## src/rtl/interrupt_pkg.sv

```systemverilog
// Shared definitions for the vectored interrupt controller: FSM encoding,
// default vector base and the fixed-priority encoder.
package interrupt_pkg;

  typedef enum logic [1:0] {
    ST_IDLE    = 2'd0,
    ST_TAKE    = 2'd1,
    ST_SERVICE = 2'd2
  } state_t;

  localparam logic [9:0] VEC_BASE_DEFAULT = 10'h100;

  // Supports up to 8 sources; callers zero-extend narrower request vectors.
  function automatic logic [2:0] prio_enc(input logic [7:0] req);
    logic [2:0] idx;
    idx = '0;
    for (int i = 7; i >= 0; i--) begin
      if (req[i]) idx = 3'(i);
    end
    return idx;
  endfunction

endpackage

```

## src/rtl/irq_pending_reg.sv

```systemverilog
// Rising-edge detection of request lines and the pending latch.
// A new edge on the source being cleared keeps that bit set.
module irq_pending_reg
  import interrupt_pkg::*;
#(
  parameter int N_IRQ = 4,
  parameter int ID_W  = $clog2(N_IRQ)
) (
  input  logic             clk,
  input  logic             reset,
  input  logic [N_IRQ-1:0] irq,
  input  logic             clr,
  input  logic [ID_W-1:0]  clr_id,
  output logic [N_IRQ-1:0] pending
);

  logic [N_IRQ-1:0] irq_q;
  logic [N_IRQ-1:0] rise;
  logic [N_IRQ-1:0] clr_mask;

  assign rise = irq & ~irq_q;

  always_comb begin
    clr_mask = '0;
    for (int i = 0; i < N_IRQ; i++) begin
      if (clr && (clr_id == ID_W'(i))) clr_mask[i] = 1'b1;
    end
  end

  always_ff @(posedge clk or negedge reset) begin
    if (!reset) begin
      irq_q   <= '0;
      pending <= '0;
    end else begin
      irq_q   <= irq;
      pending <= (pending & ~clr_mask) | rise;
    end
  end

endmodule

```

## src/rtl/interrupt_ctrl.sv

```systemverilog
// Vectored interrupt controller: mask register, accept/return FSM and the
// vector / return-address registers that steer the CPU's PC path.
//
// state   | meaning
// IDLE    | waiting for an eligible pending request
// TAKE    | one-cycle PC redirect to int_vector; return address captured
// SERVICE | ISR running; waits for reti, no further acceptance
module interrupt_ctrl
  import interrupt_pkg::*;
#(
  parameter int              N_IRQ    = 4,
  parameter int              PC_W     = 10,
  parameter logic [PC_W-1:0] VEC_BASE = PC_W'(VEC_BASE_DEFAULT),
  parameter int              ID_W     = $clog2(N_IRQ)
) (
  input  logic             clk,
  input  logic             reset,
  input  logic [N_IRQ-1:0] irq,
  input  logic             mask_we,
  input  logic [N_IRQ-1:0] mask_wdata,
  input  logic [PC_W-1:0]  pc_next,
  input  logic             reti,
  output logic             int_take,
  output logic [PC_W-1:0]  int_vector,
  output logic [PC_W-1:0]  ret_addr,
  output logic             in_service,
  output logic [ID_W-1:0]  int_id,
  output logic [N_IRQ-1:0] pending,
  output logic [N_IRQ-1:0] mask
);

  state_t           state, state_next;
  logic [N_IRQ-1:0] eligible;
  logic [7:0]       eligible_ext;
  logic [2:0]       winner;
  logic             accept;
  logic             capture_ret;

  irq_pending_reg #(
    .N_IRQ (N_IRQ),
    .ID_W  (ID_W)
  ) u_pending (
    .clk     (clk),
    .reset   (reset),
    .irq     (irq),
    .clr     (capture_ret),
    .clr_id  (int_id),
    .pending (pending)
  );

  assign eligible = pending & mask;

  always_comb begin
    eligible_ext             = '0;
    eligible_ext[N_IRQ-1:0]  = eligible;
  end

  assign winner = prio_enc(eligible_ext);

  always_ff @(posedge clk or negedge reset) begin
    if (!reset) state <= ST_IDLE;
    else        state <= state_next;
  end

  always_comb begin
    state_next  = state;
    accept      = 1'b0;
    capture_ret = 1'b0;
    case (state)
      ST_IDLE: begin
        if (|eligible) begin
          accept     = 1'b1;
          state_next = ST_TAKE;
        end
      end
      ST_TAKE: begin
        capture_ret = 1'b1;
        state_next  = ST_SERVICE;
      end
      ST_SERVICE: begin
        if (reti) state_next = ST_IDLE;
      end
      default: state_next = ST_IDLE;
    endcase
  end

  assign int_take   = (state == ST_TAKE);
  assign in_service = (state == ST_SERVICE);

  // Vector wraps modulo 2^PC_W by construction of the PC_W-bit add.
  always_ff @(posedge clk or negedge reset) begin
    if (!reset) begin
      mask       <= '0;
      int_id     <= '0;
      int_vector <= '0;
      ret_addr   <= '0;
    end else begin
      if (mask_we) mask <= mask_wdata;
      if (accept) begin
        int_id     <= ID_W'(winner);
        int_vector <= VEC_BASE + PC_W'(winner);
      end
      if (capture_ret) ret_addr <= pc_next;
    end
  end

endmodule

```

## config.mk

```make
export PLATFORM = sky130hd
export DESIGN_NAME = interrupt_ctrl
export DESIGN_NICKNAME = d
export VERILOG_FILES = /design/src/rtl/interrupt_pkg.sv /design/src/rtl/irq_pending_reg.sv /design/src/rtl/interrupt_ctrl.sv
export SDC_FILE = /design/constraint.sdc
export NUM_CORES = 1
export LEC_CHECK = 0
export CAP_MARGIN = 20
export CORE_MARGIN = 8
export CORE_UTILIZATION = 35
export CTS_CLUSTER_DIAMETER = 120
export DETAILED_ROUTE_END_ITERATION = 8
export MAX_ROUTING_LAYER = met4
export PLACE_DENSITY = 0.7
export SETUP_SLACK_MARGIN = 0.5
export SYNTH_ARGS = -nofsm -noshare
export SYNTH_HDL_FRONTEND = slang
export SYNTH_SLANG_ARGS = --single-unit
export TNS_END_PERCENT = 10
```

## constraint.sdc

```tcl
create_clock -name clk -period 0.9 [get_ports clk]
set_input_delay 0.135 -clock clk [delete_from_list [all_inputs] [get_ports clk]]
set_output_delay 0.135 -clock clk [all_outputs]
set_load 0.005 [all_outputs]
```

==> results of run 1 <==
-- worst register-to-register path, cell delays in order, from the launching register on --
cell and delay [ns]:
dfrtp_1 0.43, buf_6 0.13, or2_1 0.32, a221oi_2 0.29
-- metal layers --
metal | vias up | share of wire, %
met5 | - | 0
met4 | 0 | 1.2
met3 | 2 | 6.7
met2 | 30 | 53
met1 | 442 | 39
li1 | 453 | -
-- synthesized netlist by cell type --
master	instances	area share, %
a21oi_1	1	0.45
a221oi_2	1	1.3
a22o_1	2	1.6
a22oi_1	1	0.67
a31oi_2	1	1.1
buf_2	1	0.45
buf_4	10	6.7
buf_6	1	1.0
conb_1	1	0.34
dfrtp_1	27	61
inv_1	7	2.4
mux2_2	4	4.0
nand2_1	34	11
nand2b_1	1	0.56
nand3_1	2	0.90
nor2_1	1	0.34
o21ai_0	3	1.3
o22a_2	1	0.90
o2bb2ai_1	1	0.78
o31ai_1	2	1.3
or2_1	2	1.1
or2b_1	1	0.67
-- where the power goes --
group          total, mW  internal (mW)  switching, mW
sequential          1.84           1.62          0.225
combinational       2.60           1.41           1.19
clock              0.510          0.166          0.344
-- cell type report --
cell class / instances / area (um2)
Fill cell: 294 / 1321
Clock inverter: 1 / 5.005
Multi-Input combinational cell: 65 / 379.1
Sequential cell: 27 / 675.6
Inverter: 7 / 28.78
Clock buffer: 3 / 22.52
Tap cell: 44 / 55.05
Timing Repair Buffer: 69 / 565.5
-- logic make-up after synthesis --
logic type | after synthesis
other | 1
AO/OA/AOI/OAI | 13
flip-flops | 27
buffers and inverters | 19
multiplexers | 4
AND/OR/NAND/NOR | 41
-- flip-flops by register name, indices dropped and copies added, names as in the netlist --
| register | flops |
|---|---|
| state | 2 |
| int_id | 1 |
| ret_addr | 10 |
| u_pending.pending | 4 |
| mask | 4 |
| int_vector | 2 |
| u_pending.irq_q | 4 |
-- path summary, 6_finish.rpt --
kind / from / endpoint / depth (start not counted)
max in group asynchronous: reset / int_vector[1] / 2
worst min register to register: u_pending.irq_q[0] / u_pending.pending[0] / 1
worst max register to register: state[0] / int_id[0] / 3
min in group clk: irq[0] / u_pending.irq_q[0] / 1
worst max-delay path: state[1] / in_service / 4
worst min-delay path: reset / u_pending.irq_q[0] / 2
-- repair_timing --
item,in CTS,in global routing
gates resized for setup,89,18
setup buffers,13,2
pin swaps,0,0
setup endpoints to repair,48,48
==> impl_metrics.tcl, run 1 <==
set metrics [dict create \
    cts_tree "done" \
    synth_seq_cells 27 \
    grt-busiest-layer "met2" \
    final.min_clock_period_ns 1.316 \
    synth_xor_area_share_pct 0 \
    power_density_nw_per_um2 2860 \
    core_area_um2 3053 \
    gp_congestion 0.7292 \
    synthCells 105 \
    via_count 927 \
    cp_slowest_cell "dfrtp_1" \
    grt_pass1_vias 998 \
    ys_types 22 \
    syn_area_um2 1116 \
    setup_ws_ns -0.4164 \
    vdd_drop_max_mv 0.9115 \
    grt_use_met1_pct 11.35 \
    synth_adder_area_share_pct 0 \
    max_cap_violations 0 \
    synth-compound-area-share_pct 9.529 \
    postRouteAntennaNets 0 \
    vias_per_cell 4.292 \
    cts_buffers 3 \
    antenna_found_initial 0 \
    chipWidth_um 72.47 \
    die-area_um2 5252 \
    cts_root_buf "clkbuf_4" \
    grt_max_degree 28 \
    drive_gt1_share_pct 38.95 \
    design_area_um2 1732 \
    final_common_cell "nand2_1" \
    cts_sinks 27 \
    holdBufCountCts 0 \
    status "complete, but fails checks" \
    antenna_cells 0 \
    final_util_pct 56.72 \
    synth_area_per_cell_um2 10.63 \
    crit_type "flop to primary output" \
    cp-end-kind "primary output" \
    rows 20 \
    path_max_fanout 2 \
    clk_path_buf_depth 2 \
    routedWlPerCell_um 13.51 \
    critPathArrivalTime_ns 1.18 \
    start_kind "flop" \
    synthSimpleGateAreaFrac_pct 15.02 \
    tns_ns -7.016 \
    syn2layout_area_growth_pct 55.16 \
    dp_hpwl_mm 2.190 \
    finish.cell_count_without_fillers 216 \
    clk_latency_ns 0.32 \
    placed_area_um2 1647 \
    portBuffers 46 \
    muxShareOfSynthArea_pct 4.036 \
    synth_top_family_by_area "simple AND/OR/NAND/NOR gates" \
    fin_hold_ws_ns 0.1468 \
    setup_viol 44 \
    hold_viol 0 \
    io_pins 54 \
    final_max_slew_viol_count 0 \
    drt_iter0_drc 25 \
    finalClockSkew_ns 0.005806 \
    required_ns 0.76 \
    dp.cells 197 \
    max_stage_delay_ns 0.37 \
    finalCritPeriodShare_pct 146.3 \
    dp_slack_ns -0.3992 \
    grt_use_met2_pct 20.56 \
    grt_use_total_pct 11.48 \
    grt_pass1_wl_mm 4.671 \
    drc_errors 0 \
    h-tree-depth 1 \
    crit_chain "buf_4, or2b_1, inv_1, buf_2" \
    rsz0062_at_grt "yes" \
    dr.pass1.iters 3 \
    grtUsageMet3_pct 2.755 \
    cellLeakagePower_nw 0.8730 \
    violations "negative setup slack" \
    grt_remaining_overflow 0 \
    initial_core_util_pct 36.56 \
    hold_class "primary input to asynchronous set/reset pin" \
    die_y_um 72.47 \
    final_nets 195 \
    synth_warnings 0 \
    fmax_ghz 0.7596 \
    crit_buf_inv 3 \
    yosysSeqAreaShare_pct 60.54 \
    clk_pin_slew_ns 0.14 \
    totalWireLength_mm 2.919 \
    power_mw 4.952 \
    r2r_setup_slack_ns -0.36 \
    cp_top_family "flip-flops" \
    final_cell_mix "nand2_1 (34), dfrtp_1 (27), clkdlybuf4s50_1 (21)" \
]
(Power assumes the default switching activity.)
==> inputs of run 2 (changes only) <==
--- a/config.mk
+++ b/config.mk
@@ -10,6 +10,7 @@
 export CORE_UTILIZATION = 35
 export CTS_CLUSTER_DIAMETER = 120
 export DETAILED_ROUTE_END_ITERATION = 8
+export GPL_ROUTABILITY_DRIVEN = 0
 export MAX_ROUTING_LAYER = met4
 export PLACE_DENSITY = 0.7
 export SETUP_SLACK_MARGIN = 0.5
==> results of run 2 <==
Same layout as run 1: the final DEF is identical, and so are final timing and power.
